$ cat src/rtl/demux_pkg.sv
// Shared types and constants for the 1:4 registered demultiplexer.
package demux_pkg;

    localparam int unsigned NOUT  = 4;
    localparam int unsigned SEL_W = 2;

    typedef logic [SEL_W-1:0] sel_t;

    typedef enum logic {
        SLOT_EMPTY,
        SLOT_FULL
    } slot_state_t;

endpackage

$ cat src/rtl/demuxi_slot.sv
// One-entry valid/ready register slice; a write while full is only issued
// together with a pop, so the slot sustains one transfer per cycle.
module demuxi_slot
    import demux_pkg::*;
#(
    parameter int unsigned WIDTH = 2
) (
    input  logic             clk,
    input  logic             rst_n,
    input  logic             wr_en_i,
    input  logic [WIDTH-1:0] wr_data_i,
    input  logic             rd_ready_i,
    output logic             valid_o,
    output logic [WIDTH-1:0] data_o
);

    slot_state_t      state_q, state_d;
    logic [WIDTH-1:0] data_q, data_d;

    always_ff @(posedge clk or negedge rst_n) begin
        if (!rst_n) begin
            state_q <= SLOT_EMPTY;
            data_q  <= '0;
        end else begin
            state_q <= state_d;
            data_q  <= data_d;
        end
    end

    always_comb begin
        state_d = state_q;
        data_d  = data_q;
        case (state_q)
            SLOT_EMPTY: begin
                if (wr_en_i) begin
                    state_d = SLOT_FULL;
                    data_d  = wr_data_i;
                end
            end
            SLOT_FULL: begin
                if (wr_en_i) begin
                    data_d = wr_data_i;
                end else if (rd_ready_i) begin
                    state_d = SLOT_EMPTY;
                end
            end
            default: state_d = SLOT_EMPTY;
        endcase
    end

    assign valid_o = (state_q == SLOT_FULL);
    assign data_o  = data_q;

endmodule

$ cat src/rtl/demuxi1_4.sv
// Registered 1:4 demultiplexer: addressed or strict round-robin steering of
// one valid/ready stream into four one-entry output slots.
module demuxi1_4
    import demux_pkg::*;
#(
    parameter int unsigned WIDTH = 2,
    parameter int unsigned CNT_W = 8
) (
    input  logic             clk,
    input  logic             rst_n,
    input  logic             in_valid,
    output logic             in_ready,
    input  logic [WIDTH-1:0] in_data,
    input  logic [1:0]       in_sel,
    input  logic             rr_en,
    output logic [3:0]       out_valid,
    input  logic [3:0]       out_ready,
    output logic [WIDTH-1:0] out_data0,
    output logic [WIDTH-1:0] out_data1,
    output logic [WIDTH-1:0] out_data2,
    output logic [WIDTH-1:0] out_data3,
    output logic [1:0]       rr_ptr,
    output logic [CNT_W-1:0] xfer_cnt
);

    sel_t             rr_ptr_q, rr_ptr_d;
    logic [CNT_W-1:0] xfer_cnt_q, xfer_cnt_d;
    sel_t             tgt;
    logic             accept;
    logic [NOUT-1:0]  wr_en;
    logic [WIDTH-1:0] slot_data [NOUT];

    // The pointer never skips a busy slot: in_ready simply waits for it.
    assign tgt      = rr_en ? rr_ptr_q : in_sel;
    assign in_ready = ~out_valid[tgt] | out_ready[tgt];
    assign accept   = in_valid & in_ready;

    for (genvar k = 0; k < NOUT; k++) begin : g_slot
        assign wr_en[k] = accept && (tgt == sel_t'(k));

        demuxi_slot #(
            .WIDTH(WIDTH)
        ) u_slot (
            .clk       (clk),
            .rst_n     (rst_n),
            .wr_en_i   (wr_en[k]),
            .wr_data_i (in_data),
            .rd_ready_i(out_ready[k]),
            .valid_o   (out_valid[k]),
            .data_o    (slot_data[k])
        );
    end

    always_comb begin
        rr_ptr_d   = rr_ptr_q;
        xfer_cnt_d = xfer_cnt_q;
        if (accept) begin
            xfer_cnt_d = xfer_cnt_q + CNT_W'(1);
            if (rr_en) begin
                rr_ptr_d = rr_ptr_q + SEL_W'(1);
            end
        end
    end

    always_ff @(posedge clk or negedge rst_n) begin
        if (!rst_n) begin
            rr_ptr_q   <= '0;
            xfer_cnt_q <= '0;
        end else begin
            rr_ptr_q   <= rr_ptr_d;
            xfer_cnt_q <= xfer_cnt_d;
        end
    end

    assign out_data0 = slot_data[0];
    assign out_data1 = slot_data[1];
    assign out_data2 = slot_data[2];
    assign out_data3 = slot_data[3];
    assign rr_ptr    = rr_ptr_q;
    assign xfer_cnt  = xfer_cnt_q;

endmodule

$ cat config.mk
export PLATFORM = sky130hd
export DESIGN_NAME = demuxi1_4
export DESIGN_NICKNAME = d
export VERILOG_FILES = /design/src/rtl/demux_pkg.sv /design/src/rtl/demuxi_slot.sv /design/src/rtl/demuxi1_4.sv
export SDC_FILE = /design/constraint.sdc
export NUM_CORES = 1
export LEC_CHECK = 0
export CORE_UTILIZATION = 44
export DETAILED_ROUTE_END_ITERATION = 10
export GPL_ROUTABILITY_DRIVEN = 0
export PLACE_DENSITY = 0.77
export SYNTH_ARGS = -nofsm -noshare
export SYNTH_HDL_FRONTEND = slang
export SYNTH_SLANG_ARGS = --single-unit
export TNS_END_PERCENT = 5
$ cat constraint.sdc
create_clock -name clk -period 2.2 [get_ports clk]
set_input_delay 0.22 -clock clk [delete_from_list [all_inputs] [get_ports clk]]
set_output_delay 0.22 -clock clk [all_outputs]
set_load 0.05 [all_outputs]
### Word level (Yosys, flattened, before mapping)

Index checks and enable logic that the tools add are counted.

* output and inout bits: 23
* word-level logic and storage cells: 54
* register bits after elaboration: 22

* bitwise gates (word level): 7
* multiplexer cells: 25
* $lt $le $gt $ge: 1
* reduce and logical (&&, ||, !) cells: 6
* eq/ne operators: 3
* add/sub/neg operators: 2

Operator list (number)
* $mux 1: 14
* $mux 2: 5
* $add 8x1->8 const B: 1
* $pmux 1 s2: 4
* $not 1->1: 5
* $bmux 1 s2: 2
* $eq 2x2->1 const B: 2
* $logic_and 1x1->1: 4
* $lt 2x3->1 const B: 1
* $add 2x1->2 const B: 1
* $eq 2x1->1 const B: 1
* $logic_not 2->1: 1
* $reduce_and 2->1: 1
* $and 1x1->1: 1
* $or 1x1->1: 1

### Logic depth before layout (Yosys ltp)

Gate-level depths: netlist (run 1).

* depth in word-level cells: 9
* gate-level depth with buffers: 5
* depth with buffers taken out: 5

### Hierarchy

From an unflattened synthesis (run 1), not the netlist that was laid out.

* cells, all modules: 80
* area, all modules: 1031.0 µm²

Modules (own cells, without submodules)
* demuxi1_4: area an instance 590.6 µm², cells an instance 52, instances 1
* demuxi_slot: area an instance 110.1 µm², cells an instance 7, instances 4

### Worst setup path before layout (run 1)

No wires, ideal clock.

* kind: register to output
* start point: register rr_ptr_q[1], in the netlist rr_ptr[1]
* end point: output in_ready
* path slack: 0.264 ns
* required time: 1.980 ns
* data arrival time: 1.716 ns
* cell stages (with the launch flop): 5
* buffers on the path: 0
* cell sequence: dfrtp_1 -> mux2i_4 -> mux2i_1 -> mux2_4 -> inv_1

* word-level cells in the longest chain between the ends: 5
* elaborated cells on any way between the ends: 7
* those cells by class: mux: 5; bitwise: 2

RTL lines
* start: declaration: RTL line demuxi1_4.sv:26 `sel_t rr_ptr_q, rr_ptr_d;`
* start signal: assignment: RTL line demuxi1_4.sv:70 `rr_ptr_q <= rr_ptr_d;`
* $mux 2 (*): RTL line demuxi1_4.sv:34 `assign tgt = rr_en ? rr_ptr_q : in_sel;`
* $bmux 1 s2: RTL line demuxi1_4.sv:35 `assign in_ready = ~out_valid[tgt] | out_ready[tgt];`
* $mux 1 (not written as such): RTL line demuxi1_4.sv:35
* $not 1->1: RTL line demuxi1_4.sv:35
* $or 1x1->1 (*): RTL line demuxi1_4.sv:35
* end: declaration: RTL line demuxi1_4.sv:12 `output logic in_ready,`

Every way passes the cells marked *; elsewhere a longest branch is shown, timed or not. The select of a mux whose other input is x is not followed.

### Final worst setup path (run 1)

* start point: input rr_en
* end point: output in_ready

* word-level cells in the longest chain between the ends: 5
* elaborated cells on any way between the ends: 7
* those cells by class: mux: 5; bitwise: 2

RTL lines
* start: declaration: RTL line demuxi1_4.sv:15 `input logic rr_en,`
* $mux 2 (*): RTL line demuxi1_4.sv:34
* $bmux 1 s2: RTL line demuxi1_4.sv:35
* $mux 1 (not written as such): RTL line demuxi1_4.sv:35
* $not 1->1: RTL line demuxi1_4.sv:35
* $or 1x1->1 (*): RTL line demuxi1_4.sv:35

Marked as above.

==> run metrics, run 1 <==
outcome finished clean; worst path required time 1.98 ns; CP arrival 1.88 ns; total core area 2233 um2; via count 750; pin count of the biggest net entering global routing 23; gr ovfl total 0; clock sink count 22; VDD IR-drop max 1007 uV; Ant. Diodes 0; final period utilization 95.59%; Synth-to-Final Area Change 38.51%; endpoint type of the worst setup path primary output; fin crit period ~2.1 ns; worst-skew pair later-pin latency ~0.29 ns; Hold Buf Count CTS 0; antenna violations before repair 0; root buf cell clkbuf_4; Slew Viols, Final 0; H-tree levels 1; clock-pin slew of the registers on the worst-case setup and hold paths 0.11 ns; DR vias/cell a little over 5; Pleak 0.6436 nW; final setup violation count 0; syn avg cell area 12.42 um2; Post-CTS Setup Repair Bufs 0; die height between 50 and 60 um; TritonCTS Buffers 3; synth unique cells 21; part of the power in the clock network 7.5%; Final ANT Viol Nets 0; Starting Density 47.28%; layout cell share with drive strength beyond 1 22.31%; post-synthesis cell area 1056 um2; IO Port Bufs 34; WS Path Type input port to primary output; vias in the first global route 766; RSZ-0062 raised after global routing false; Register-to-Register Path Depth 4; critical-path maximum fanout 8; filler cell count 193; Rows 17; Slew HR 66.13%; sequential power share 31.1%; multi-input logic area 470.5 um2; final hold vios 0; die width 50.99 um; Least-Margin Pin Slew 0.5065 ns; register area roughly 550 um2; CP Launch Type input port; Routed wire per std cell 12.76 um; # IOs 35; Max clock buf depth 2; Internal 0.001160 W; Final TNS setup 0 ns; first-pass GRT wire length 3.325 mm; Ys Warns 0; Post-DP HPWL ~1.5 mm; TritonRoute pass-1 iters 4; maxcap violations 0; flop and latch count out of synthesis 22; Layout Skew 0.001839 ns; DRC viols 0; Comb pwr share 61.4%; DRT iter0 DRCs 6; die area 2600 um2; Post-CTS Resized 0; P_sw 0.001118 W; Final Instance Area 1463 um2; sequential cell area fraction in the yosys report 52.13%; dpl cell area 1436 um2; switching part of the total between 40% and 50%; Max Fclk 0.4755 GHz; Total Routing Usage GR 17.56%; Mapped Nets a little under 100; CTS tree built; Gate Count Post-Synth 85; drt total wl roughly 1.9 mm; worst min-delay path category input port to asynchronous set/reset pin; pwr dens 1558 nW/um2; Final nets 136
==> final cells by class <==
class                   count  share of cell area [%]
well taps                  28                   2.395
clock buffers               3                   1.540
repair buffers             38                   26.01
inverters                   1                  0.2566
multi-input cells          57                   32.16
flip-flops and latches     22                   37.64
==> state kept, by name, indices dropped and copies added (netlist names) <==
signal,count
g_slot.u_slot.data_o,8
g_slot.u_slot.valid_o,4
rr_ptr,2
xfer_cnt,8
==> worst paths after layout <==
check | start | slack (ns) | endpoint
max | rr_en | 0.1 | in_ready
min | rst_n | 0.25 | xfer_cnt[7]
max reg2reg | rr_ptr[0] | 0.54 | xfer_cnt[5]
min reg2reg | xfer_cnt[7] | 0.48 | xfer_cnt[7]
max in group asynchronous | rst_n | 1.74 | g_slot[3].u_slot.data_o[1]
min in group clk | xfer_cnt[7] | 0.48 | xfer_cnt[7]
==> cell usage after synthesis <==
cell type	n	area (um2)
dfrtp_1	22	550.5
mux2_2	10	112.6
nand2_1	9	33.78
xor2_1	9	78.83
buf_4	4	30.03
nor2_1	4	15.01
or2b_2	4	35.03
mux2i_1	3	30.03
nand3_1	3	15.01
nand4_1	3	18.77
nor3_1	3	15.01
o21ai_0	2	10.01
buf_2	1	5.000
ha_1	1	12.51
inv_1	1	3.750
mux2_4	1	15.01
mux2i_4	1	22.52
nor3b_1	1	7.510
nor4b_2	1	15.01
nor4b_4	1	23.77
o22ai_1	1	6.260
==> placed cells by master, fill, tap and decap left out, types with 2 or more instances in the layout <==
cell             count
mux2i_1              2
or2b_2               4
clkbuf_4             3
clkdlybuf4s50_1     33
buf_4                4
nand4_1              3
nor2_1               4
mux2_2              10
nand3_1              3
o21ai_0              2
dfrtp_1             22
nand2_1              9
nor3_1               3
xor2_1               9
==> metrics by stage <==
step           std cells  worst slack (ns)  power, W  util [%]  hold slack, ns
2_1_floorplan         85            0.2640  0.001661         -        -0.07559
3_3_place_gp         146            0.1100  0.002099     64.31          0.4582
3_5_place_dp         146           0.07936  0.002117     64.31          0.4691
4_1_cts              149           0.08880  0.002295     65.32          0.2513
5_1_grt              149          0.007051  0.002400     65.49          0.2627
6_report             149           0.09709  0.002278     65.49          0.2515
==> worst max-delay path: stages <==
cell	delay (ns)
clkdlybuf4s50_1	0.57
mux2i_4	0.31
mux2i_2	0.29
mux2_4	0.26
inv_1	0.08
buf_12	0.15
==> routing by layer <==
metal	vias to the layer above	part of all wire, %	track usage [%]
met4	0	0.63	8.796
met5	-	0	0
li1	364	-	-
met2	23	48	27.63
met3	2	4.0	1.786
met1	361	48	24.03
==> power by group through the flow <==
stage	sequential, W	clock (W)	combinational (W)
after CTS	0.000710	0.000180	0.00140
after global placement	0.000712	0	0.00139
after global routing	0.000738	0.000193	0.00147
after floorplan	0.00123	0	0.000432
final	0.000709	0.000170	0.00140
after detailed placement	0.000717	0	0.00140
==> cell families after synthesis <==
kind of cell	count (synthesis)	synth area share, %
buffers and inverters	6	3.672
AO/OA/AOI/OAI	3	1.541
adder cells (fa/ha/maj)	1	1.185
multiplexers	15	17.06
flip-flops	22	52.13
AND/OR/NAND/NOR	29	16.94
XOR/XNOR	9	7.465
Note: power is estimated with default switching activity, not from simulation.
==> run 2, diff against run 1 <==
==> constraint.sdc (replaced) <==
create_clock -name clk -period 2.2 [get_ports clk]
set_input_delay 0.44 -clock clk [delete_from_list [all_inputs] [get_ports clk]]
set_output_delay 0.44 -clock clk [all_outputs]
set_load 0.05 [all_outputs]
==> run 2 against run 1 <==
Wire length increased by 13%. Sequential power is 0.8% higher. Setup slack worse by 0.037 ns. Combinational power grew 6%. Maximum frequency down 1.7%. Via count increased by 6.3%.
==> run metrics, run 2 (same netlist as run 1, synthesis figures left out) <==
outcome finished clean; Register-to-Register Path Depth 6 (+2); final setup violation count 0 (unchanged); CTS tree built; Max Fclk 0.4672 GHz (-1.7%); dpl cell area 1489 um2 (+3.7%); DRC viols 0 (unchanged); first-pass GRT wire length 3.726 mm (+12%); Final Instance Area 1548 um2 (+5.8%); total core area 2233 um2 (unchanged); PnR worst setup slack 0.05981 ns (-0.03729 ns); DR vias/cell 5.044 (+0.21%); Max clock buf depth 2 (unchanged); # IOs 35 (unchanged); reg-to-reg critical path startpoint rr_ptr[1]; Slew Viols, Final 0 (unchanged); drt total wl 2.143 mm (+13%); Final ANT Viol Nets 0 (unchanged); Least-Margin Pin Slew 0.5192 ns (+0.01272 ns); via count 797 (+6.3%); maxcap violations 0 (unchanged); post-place setup slack -0.2800 ns (-0.3594 ns); critical-path maximum fanout 2 (-6); CP Launch Type input port; WS Path Type input port to primary output; pwr dens 1555 nW/um2 (-0.15%); pin count of the biggest net entering global routing 23 (unchanged); worst reg-to-reg setup slack 0.41 ns (-0.13 ns); Cells after DPL 153 (+4.8%); commonest non-fill, non-tap cell in the layout clkdlybuf4s50_1; Starting Density 47.28% (unchanged); vias in the first global route 829 (+8.2%); Synth-to-Final Area Change 46.56%; die area 2600 um2 (unchanged); TritonCTS Buffers 3 (unchanged); worst min-delay path category register to register; most frequent cells in the layout clkdlybuf4s50_1 (31), dfrtp_1 (22), buf_4 (12); DRT iter0 DRCs 12 (+6); Non-Filler Instances 158 (+6.0%); Final nets 144 (+5.9%); final hold vios 0 (unchanged); RSZ-0062 raised after global routing false; filler cell count 165 (-15%); Ant. Diodes 0 (unchanged); die width 50.99 um (unchanged); worst-skew pair later-pin latency 0.29 ns (about the same); IO Port Bufs 34 (unchanged); worst setup path endpoint in_ready; Total Routing Usage GR 19.11% (+1.5 points); Layout Skew 0.001592 ns (-0.0002477 ns); gr ovfl total 0 (unchanged); TritonRoute pass-1 iters 4 (unchanged); Hold Buf Count CTS 0 (unchanged); Routed wire per std cell 13.56 um (+6.3%); final period utilization 97.28% (+1.7 points); CP arrival 1.70 ns (-0.18 ns); Pleak 0.6999 nW (+8.7%); clock sink count 22 (unchanged); Rows 17 (unchanged); root buf cell clkbuf_4; Reg-to-Reg End xfer_cnt[5]; Post-DP HPWL 1.688 mm (+11%); VDD IR-drop max 1138 uV (+13%); H-tree levels 1 (unchanged); fin crit period 2.140 ns (+0.03729 ns); clock-pin slew of the registers on the worst-case setup and hold paths 0.12 ns (about the same); layout cell share with drive strength beyond 1 30.00% (+7.7 points); worst setup path start in_sel[0]; antenna violations before repair 0 (unchanged); Slew HR 65.28% (-0.85 points); worst path required time 1.76 ns (-0.22 ns); endpoint type of the worst setup path primary output; die height 50.99 um (unchanged)
## run 2: cell count changes in the layout (fill, tap and decap cells not counted), sizes merged
cell	change
dlygate4sd2	+1
clkdlybuf4s50	-2
buf	+8
clkbuf	+2
## run 2: worst min-delay path by stage
stage	startpoint	to	slack, ns	cells past startpoint
2_1_floorplan	rst_n	g_slot[0].u_slot.data_o[0]	0.14	0
3_3_place_gp	xfer_cnt[7]	xfer_cnt[7]	0.46	1
3_5_place_dp	xfer_cnt[7]	xfer_cnt[7]	0.46	1
4_1_cts	rst_n	rr_ptr[1]	0.48	2
5_1_grt	rst_n	rr_ptr[0]	0.48	2
6_report	xfer_cnt[7]	xfer_cnt[7]	0.47	1
## run 2: report_power, final
group,switching [W],internal (W),leakage (nW)
Clock,0.000116,0.000101,0.0210
Sequential,0.000140,0.000575,0.271
Combinational,0.000901,0.000574,0.408
Total,0.00116,0.00125,0.700
## run 2: critical path: stages
cell and delay, ns:
clkdlybuf4s50_1 0.44, mux2_4 0.30, mux2_4 0.31, inv_2 0.07, buf_12 0.13
## run 2: per-layer routing
metal  GRT usage (%)  up-vias  wire, um
li1                -      382         -
met1           25.19      393       976
met2           31.58       20      1064
met3           3.571        2        87
met4           6.019        0        14
met5               0        -         0
## run 2: repair_timing
item                                    CTS  global route
gates resized for setup                   5             7
setup buffers                             1             0
endpoints found under the setup margin    1             1
pin swaps                                 0             0
## run 2: cell type report
| cell class | count | area, um2 | area share, % |
|---|---|---|---|
| Clock buffer | 4 | 36.28 | 2.344 |
| Timing Repair Buffer | 46 | 434.2 | 28.05 |
| Multi-Input combinational cell | 57 | 488.0 | 31.53 |
| Tap cell | 28 | 35.03 | 2.264 |
| Inverter | 1 | 3.754 | 0.2425 |
| Sequential cell | 22 | 550.5 | 35.57 |
## run 2: per-stage QoR
step	utilization, %	hold WS, ns	power, W	setup TNS [ns]
6_report	69.30	0.4719	0.002407	0
5_1_grt	69.30	0.4777	0.002524	0
4_1_cts	68.96	0.4772	0.002409	0
3_5_place_dp	66.67	0.4591	0.002174	-2.038
3_3_place_gp	66.67	0.4596	0.002136	-1.222
2_1_floorplan	-	0.1444	0.001661	0
